--- config.mk ---
export PLATFORM = sky130hd
export DESIGN_NAME = mips_hazard_unit
export DESIGN_NICKNAME = d
export VERILOG_FILES = /design/src/rtl/mips_hazard_unit.sv
export SDC_FILE = /design/constraint.sdc
export NUM_CORES = 1
export LEC_CHECK = 0
export BUFFER_PORTS_ARGS = -buffer_cell sky130_fd_sc_hd__buf_2
export CAP_MARGIN = 20
export CORE_ASPECT_RATIO = 1.75
export CORE_MARGIN = 2
export CORE_UTILIZATION = 54
export DETAILED_ROUTE_END_ITERATION = 7
export PLACE_DENSITY = 0.87
export SYNTH_ARGS = -nofsm -noshare
export SYNTH_HDL_FRONTEND = slang
export SYNTH_SLANG_ARGS = --single-unit
--- constraint.sdc ---
create_clock -name clk -period 2 [get_ports clk]
set_input_delay 0.1 -clock clk [delete_from_list [all_inputs] [get_ports clk]]
set_output_delay 0.1 -clock clk [all_outputs]
set_load 0.01 [all_outputs]
--- src/rtl/mips_hazard_unit.sv ---
// mips_hazard_unit: stall, flush and forward-select control for the pipelined MIPS core.
// Define HAZARD_PERF_EN to add the stall_count/flush_count performance counters.
module mips_hazard_unit #(
  parameter int REG_AW = 5,
  parameter int M_STAGES = 1,
  localparam int FW = $clog2(M_STAGES + 2)
) (
  input  logic              clk,
  input  logic              reset_n,
  input  logic              valid_d,
  input  logic [REG_AW-1:0] rs_d,
  input  logic [REG_AW-1:0] rt_d,
  input  logic              use_rs_d,
  input  logic              use_rt_d,
  input  logic [REG_AW-1:0] dest_d,
  input  logic              reg_write_d,
  input  logic              mem_to_reg_d,
  input  logic              branch_d,
  input  logic              pc_src_d,
  input  logic              jump_d,
  output logic              stall_f,
  output logic              stall_d,
  output logic              flush_d,
  output logic              flush_x,
  output logic [FW-1:0]     fwd_a_x,
  output logic [FW-1:0]     fwd_b_x,
  output logic [FW-1:0]     fwd_a_d,
  output logic [FW-1:0]     fwd_b_d
`ifdef HAZARD_PERF_EN
  ,
  output logic [31:0]       stall_count,
  output logic [31:0]       flush_count
`endif
);
  // Producers only need write-enable (valid & reg_write), dest and load; X also keeps its sources.
  typedef struct packed {
    logic              wr;
    logic [REG_AW-1:0] dest;
    logic              ld;
  } prod_t;
  typedef struct packed {
    prod_t             p;
    logic              use_rs;
    logic              use_rt;
    logic [REG_AW-1:0] rs;
    logic [REG_AW-1:0] rt;
  } cons_t;
  cons_t x;
  prod_t m [M_STAGES];
  prod_t w;
  logic stall;
  logic [1:0] hx;
  logic [1:0] hm;
  // Returns {load match, any match}.
  function automatic logic [1:0] hit(input prod_t p, input logic [REG_AW-1:0] r, input logic u);
    logic h;
    h = p.wr & (p.dest == r) & (r != '0) & u;
    return {h & p.ld, h};
  endfunction
  always_comb begin
    hm = '0;
    hx = hit(x.p, rs_d, use_rs_d) | hit(x.p, rt_d, use_rt_d);
    stall = hx[1] | (branch_d & hx[0]);
    for (int k = 0; k < M_STAGES; k++) begin
      hm = hit(m[k], rs_d, use_rs_d) | hit(m[k], rt_d, use_rt_d);
      if (hm[1] && (k < M_STAGES - 1 || branch_d)) stall = 1'b1;
    end
    stall = stall & valid_d;
  end
  assign stall_f = stall;
  assign stall_d = stall;
  assign flush_x = stall;
  assign flush_d = valid_d & (pc_src_d | jump_d) & ~stall;
  // Walk oldest to youngest so the youngest non-load match overwrites.
  always_comb begin
    fwd_a_x = |hit(w, x.rs, x.use_rs) ? FW'(M_STAGES + 1) : '0;
    fwd_b_x = |hit(w, x.rt, x.use_rt) ? FW'(M_STAGES + 1) : '0;
    fwd_a_d = '0;
    fwd_b_d = '0;
    for (int k = M_STAGES - 1; k >= 0; k--) begin
      if (hit(m[k], x.rs, x.use_rs) == 2'b01) fwd_a_x = FW'(k + 1);
      if (hit(m[k], x.rt, x.use_rt) == 2'b01) fwd_b_x = FW'(k + 1);
      if (branch_d && hit(m[k], rs_d, use_rs_d) == 2'b01) fwd_a_d = FW'(k + 1);
      if (branch_d && hit(m[k], rt_d, use_rt_d) == 2'b01) fwd_b_d = FW'(k + 1);
    end
  end
  always_ff @(posedge clk or negedge reset_n) begin
    if (!reset_n) begin
      x <= '0;
      w <= '0;
      for (int k = 0; k < M_STAGES; k++) m[k] <= '0;
    end else begin
      x <= (valid_d & ~stall) ? {reg_write_d, dest_d, mem_to_reg_d, use_rs_d, use_rt_d, rs_d, rt_d} : '0;
      m[0] <= x.p;
      for (int k = 1; k < M_STAGES; k++) m[k] <= m[k-1];
      w <= m[M_STAGES-1];
    end
  end
`ifdef HAZARD_PERF_EN
  always_ff @(posedge clk or negedge reset_n) begin
    if (!reset_n) begin
      stall_count <= '0;
      flush_count <= '0;
    end else begin
      stall_count <= stall_count + 32'(stall);
      flush_count <= flush_count + 32'(flush_d);
    end
  end
`endif
endmodule

=== Word-level counts from Yosys, hierarchy flattened ===
Index checks and enable logic that the tools add are counted.

* Bits in writable memories: 0
* Memories kept: 0
* Bits in latches: 0
* ROM bits: 0
* Bits of input ports: 25
* Word-level logic and storage cells: 84
* Bits in registers: 33
* Output and inout port bits: 12

* $lt $le $gt $ge: 0
* Shift operators: 0
* $add $sub $neg: 0
* Reductions and logical operators: 9
* Divide/modulo/power cells: 0
* Bitwise logic cells: 42
* Multiplexer cells: 8
* $mul: 0
* Eq/ne operators: 12

{| class="wikitable"
|+ Operators by type and width
! operator !! number
|-
| $eq 5x5->1 || 8
|-
| $and 1x1->1 || 37
|-
| $reduce_bool 5->1 || 4
|-
| $mux 19 || 1
|-
| $eq 2x1->1 const B || 4
|-
| $mux 2 || 4
|-
| $or 2x2->2 || 2
|-
| $reduce_or 2->1 || 2
|-
| $logic_and 1x1->1 || 3
|-
| $mux 1 || 3
|-
| $or 1x1->1 || 2
|-
| $not 1->1 || 1
|}

=== Depth between registers and ports, before layout ===
* Word-level depth: 13
* Gate-level depth with buffers: 6

=== Worst setup path after synthesis ===
Ideal clock, no wire load.

* Path kind: register to output
* Start: register m[3] (netlist name)
* End: output port stall_d
* Setup slack: 0.296 ns
* Cell stages (with the launch flop): 7
* Arrival: 1.604 ns
* Cells stage by stage: dfrtp_1 -> xor2_1 -> nor4_1 -> nand4b_2 -> a21oi_2 -> o21a_1 -> buf_4

* Cells in the longest elaborated chain, start to end: 9

{| class="wikitable"
|+ Ends and longest elaborated chain
! what !! RTL line !! source
|-
| start: declaration || 49 || <nowiki>prod_t m [M_STAGES];</nowiki>
|-
| $eq 5x5->1 || 57 || <nowiki>h = p.wr & (p.dest == r) & (r != '0) & u;</nowiki>
|-
| $and 1x1->1 (3 in series) || 57 ||
|-
| $and 1x1->1 || 58 || <nowiki>return {h & p.ld, h};</nowiki>
|-
| $or 2x2->2 (*) || 65 || <nowiki>hm = hit(m[k], rs_d, use_rs_d) | hit(m[k], rt_d, use_rt_d);</nowiki>
|-
| $logic_and 1x1->1 (*) || 66 || <nowiki>if (hm[1] && (k < M_STAGES - 1 || branch_d)) stall = 1'b1;</nowiki>
|-
| $mux 1 (*) || 66 ||
|-
| $and 1x1->1 (*) || 68 || <nowiki>stall = stall & valid_d;</nowiki>
|-
| end: declaration || 22 || <nowiki>output logic stall_d,</nowiki>
|}

Every way passes the cells marked *; elsewhere a longest branch is shown, timed or not.

=== Worst setup path after layout ===
* Start: register m[5] (netlist name)
* End: output port flush_d

* Cells in the longest elaborated chain, start to end: 11

{| class="wikitable"
|+ Ends and longest elaborated chain
! what !! RTL line !! source
|-
| $eq 5x5->1 || 57 ||
|-
| $and 1x1->1 (3 in series) || 57 ||
|-
| $and 1x1->1 || 58 ||
|-
| $or 2x2->2 (*) || 65 ||
|-
| $logic_and 1x1->1 (*) || 66 ||
|-
| $mux 1 (*) || 66 ||
|-
| $and 1x1->1 (*) || 68 ||
|-
| $not 1->1 (*) || 73 || <nowiki>assign flush_d = valid_d & (pc_src_d | jump_d) & ~stall;</nowiki>
|-
| $and 1x1->1 (*) || 73 ||
|-
| end: declaration || 23 || <nowiki>output logic flush_d,</nowiki>
|}

Marked as above.

==> flow_metrics.tcl <==
set metrics [dict create \
    cts_tree "done" \
    start_util 0.560 \
    endpoint_kind "primary output" \
    cts_made_buffers 5 \
    vias_per_cell 5.50 \
    crit_type "flip-flop to primary output" \
    reg2regPathDepth 7 \
    place_hpwl_um 2930 \
    avgRoutedWirePerCell_um 16.9 \
    whs_path_depth 3 \
    timing.hold.ws_ps 46.5 \
    grt_pass1_wl_um 6690 \
    drcViolationCount 0 \
    fin_tns_setup_ps -427 \
    p_leak_nw 1.05 \
    regToRegSetupSlack_ps 90 \
    seq_area_frac_synth 0.455 \
    pre_cts_slack_ps 153 \
    die_area_sq_um 3750 \
    grt_use_total 0.260 \
    min_period_ps 2130 \
    cts_sinks 32 \
    hp-start "dest_d[0]" \
    antenna_found_initial 0 \
    grt_max_degree 33 \
    syn_to_final_growth_pct 19.5 \
    route.antenna.remaining_nets 0 \
    finalCritPeriodShare 1.06 \
    synth_warnings 0 \
    relSlewSlack 0.528 \
    critPathMaxStageDelay_ps 430 \
    power_density_nw_per_um2 678 \
    critical_path_arrival_ps 2030 \
    max-clock-path-buffers 2 \
    h-tree-depth 2 \
    fin_ws_ps -127 \
    place_congestion 0.805 \
    drtIter0Drc 28 \
    clk_pin_slew_ps 60 \
    crit_path_max_fanout 4 \
    rsz0062_at_grt "true" \
    crit_required_ps 1900 \
    syn_inst 159 \
    r2r_end "x[17]$_DFF_PN0_" \
    crit_slowest_cell "dfrtp_2" \
    synth_area_sq_um 1760 \
    drive_gt1_frac 0.423 \
    dpl_cell_area_sq_um 1910 \
    async_flop_share 1.00 \
    synth_top_family_by_area "simple AND/OR/NAND/NOR gates" \
    seqPwrFrac 0.506 \
    pwr-share-clk 0.354 \
    p_sw_frac 0.267 \
    die_width_um 47.2 \
    nFillCells 234 \
    yosysTopAreaCellShare 0.455 \
    yosysUniqueCellTypes 22 \
    p_int_mw 1.05 \
    start_kind "flip-flop" \
    dr.pass1.iters 4 \
    antenna-diode-count 0 \
    synth.area.mux_share 0 \
    status "finished with violations" \
    routed_wirelength_um 4130 \
    min_path_type "input port to flip-flop" \
    finalClockSkew_ps 3.39 \
    drv_cap 0 \
    fp.coreArea_sq_um 3140 \
    crit_chain "xor2_1 > nor4_2 > nand4_1 > a21oi_2 > buf_6 > nor3_2 > buf_2" \
    worstSkewPairLatency_ps 290 \
    vias 1343 \
    clock.fmax_ghz 0.470 \
    avgSynthCellArea_sq_um 11.1 \
    failed_checks "setup timing" \
    maxSlewViolCount 0 \
    hold_viol 0 \
    yosys.area.top_type "dfrtp_1" \
    yosys.area_share.simple 0.250 \
    synth_area_leaders "dfrtp_1 45%, xor2_1 12%, nor3_2 11%" \
    combPwrFrac 0.140 \
    io_pins 37 \
    peakVddDrop_uv 556 \
    synth_compound_area_frac 0.0348 \
    ys.flop_type "dfrtp_1" \
    ys_seq_elements 32 \
    die_y_um 79.5 \
    tightest_slew_ps 708 \
    grt_pass1_vias 1395 \
    setup_viol 4 \
    synth_edf_count 0 \
    gr-total-overflow 0 \
    clock-root-buffer "clkbuf_8" \
    utilization 0.670 \
    reg2reg_from "m[5]$_DFF_PN0_" \
    holdPathEnd "x[13]$_DFF_PN0_" \
    nets 225 \
    p_switching_uw 381 \
    synth_xor_area_frac 0.199 \
    synth-adder-area-share 0 \
    port_buffers 34 \
    fin_area_sq_um 2100 \
    rows 27 \
]
synth_stat cells (3+ instances only):
| cell | number |
|---|---|
| or4_1 | 4 |
| nor3_2 | 20 |
| buf_4 | 4 |
| nand4_1 | 4 |
| nor4_1 | 8 |
| nand2_1 | 20 |
| nand3_1 | 3 |
| dfrtp_1 | 32 |
| buf_6 | 5 |
| xnor2_1 | 16 |
| xor2_1 | 24 |
kinds of logic (layout without fill, tap and decap cells):
| family | count (synthesis) | count (layout) |
|---|---|---|
| simple gates | 66 | 66 |
| buf+inv | 11 | 52 |
| flops | 32 | 32 |
| other cells | 1 | 2 |
| compound gates | 9 | 9 |
| xor+xnor | 40 | 40 |
area by class of cell:
class	count	area [sq um]	share of cell area
well taps	43	53.8	0.0256
repair buffers	44	258	0.122
flip-flops and latches	32	806	0.383
clock inverters	2	10.0	0.00476
clock buffers	6	82.6	0.0392
multi-input cells	117	895	0.425
flip-flops by register name, indices dropped and copies added (netlist names):
register and count:
m 7, w 6, x 19
layer usage:
metal | vias up | track usage | wire length, um
li1 | 623 | - | -
met1 | 651 | 0.278 | 1390
met2 | 52 | 0.434 | 2370
met3 | 17 | 0.0656 | 178
met4 | 0 | 0.153 | 190
met5 | - | 0 | 0
worst max-delay path by stage:
stage	start	to	slack, ps	cells past startpoint
2_1_floorplan	m[3]$_DFF_PN0_	stall_d	300	6
3_5_place_dp	m[3]$_DFF_PN0_	flush_d	150	7
6_report	m[5]$_DFF_PN0_	flush_d	-130	7
5_1_grt	m[1]$_DFF_PN0_	flush_d	-190	7
3_3_place_gp	m[3]$_DFF_PN0_	flush_d	190	7
4_1_cts	m[5]$_DFF_PN0_	flush_d	-50	7
power groups by stage:
stage / combinational [mW] / clock, mW / sequential, mW
floorplan: 0.118 / 0 / 0.721
global placement: 0.172 / 0 / 0.733
detailed placement: 0.178 / 0 / 0.735
CTS: 0.192 / 0.513 / 0.721
global route: 0.220 / 0.540 / 0.727
finish: 0.199 / 0.505 / 0.723
what timing repair did:
| action | CTS | global route |
|---|---|---|
| hold buffers | 1 | 0 |
| hold endpoints to repair | 32 | 0 |
| setup endpoints to repair | 4 | 7 |
| resized for setup | 6 | 7 |
| setup buffers | 6 | 0 |
| gates cloned | 0 | 0 |
| pin swaps | 4 | 1 |
worst max-delay path, delay by kind of cell (launching register included):
kind                      cells  cell delay (ps)
and+or+nand+nor               3              590
xor gates and xnor gates      1              170
buffers and inverters         2              280
AOI/OAI and AO/OA             1              270
DFF                           1              430
through the flow:
step                      instances  total power, mW
after global routing            244             1.49
after detailed placement        230            0.913
after global placement          230            0.905
after CTS                       245             1.43
after floorplan                 160            0.840
final                           244             1.43
placed cells by master, fill, tap and decap left out, types with 3 or more instances in the layout:
master    count
xnor2_1      16
nor4_1        6
dfrtp_2       4
o21ai_2       4
nand2_1      20
buf_4         8
clkbuf_8      6
nand3_1       3
buf_2        33
nor3_2       20
dfrtp_1      28
nand4_1       4
or4_1         4
xor2_1       23
No activity file was read; power rests on OpenSTA's default activity.
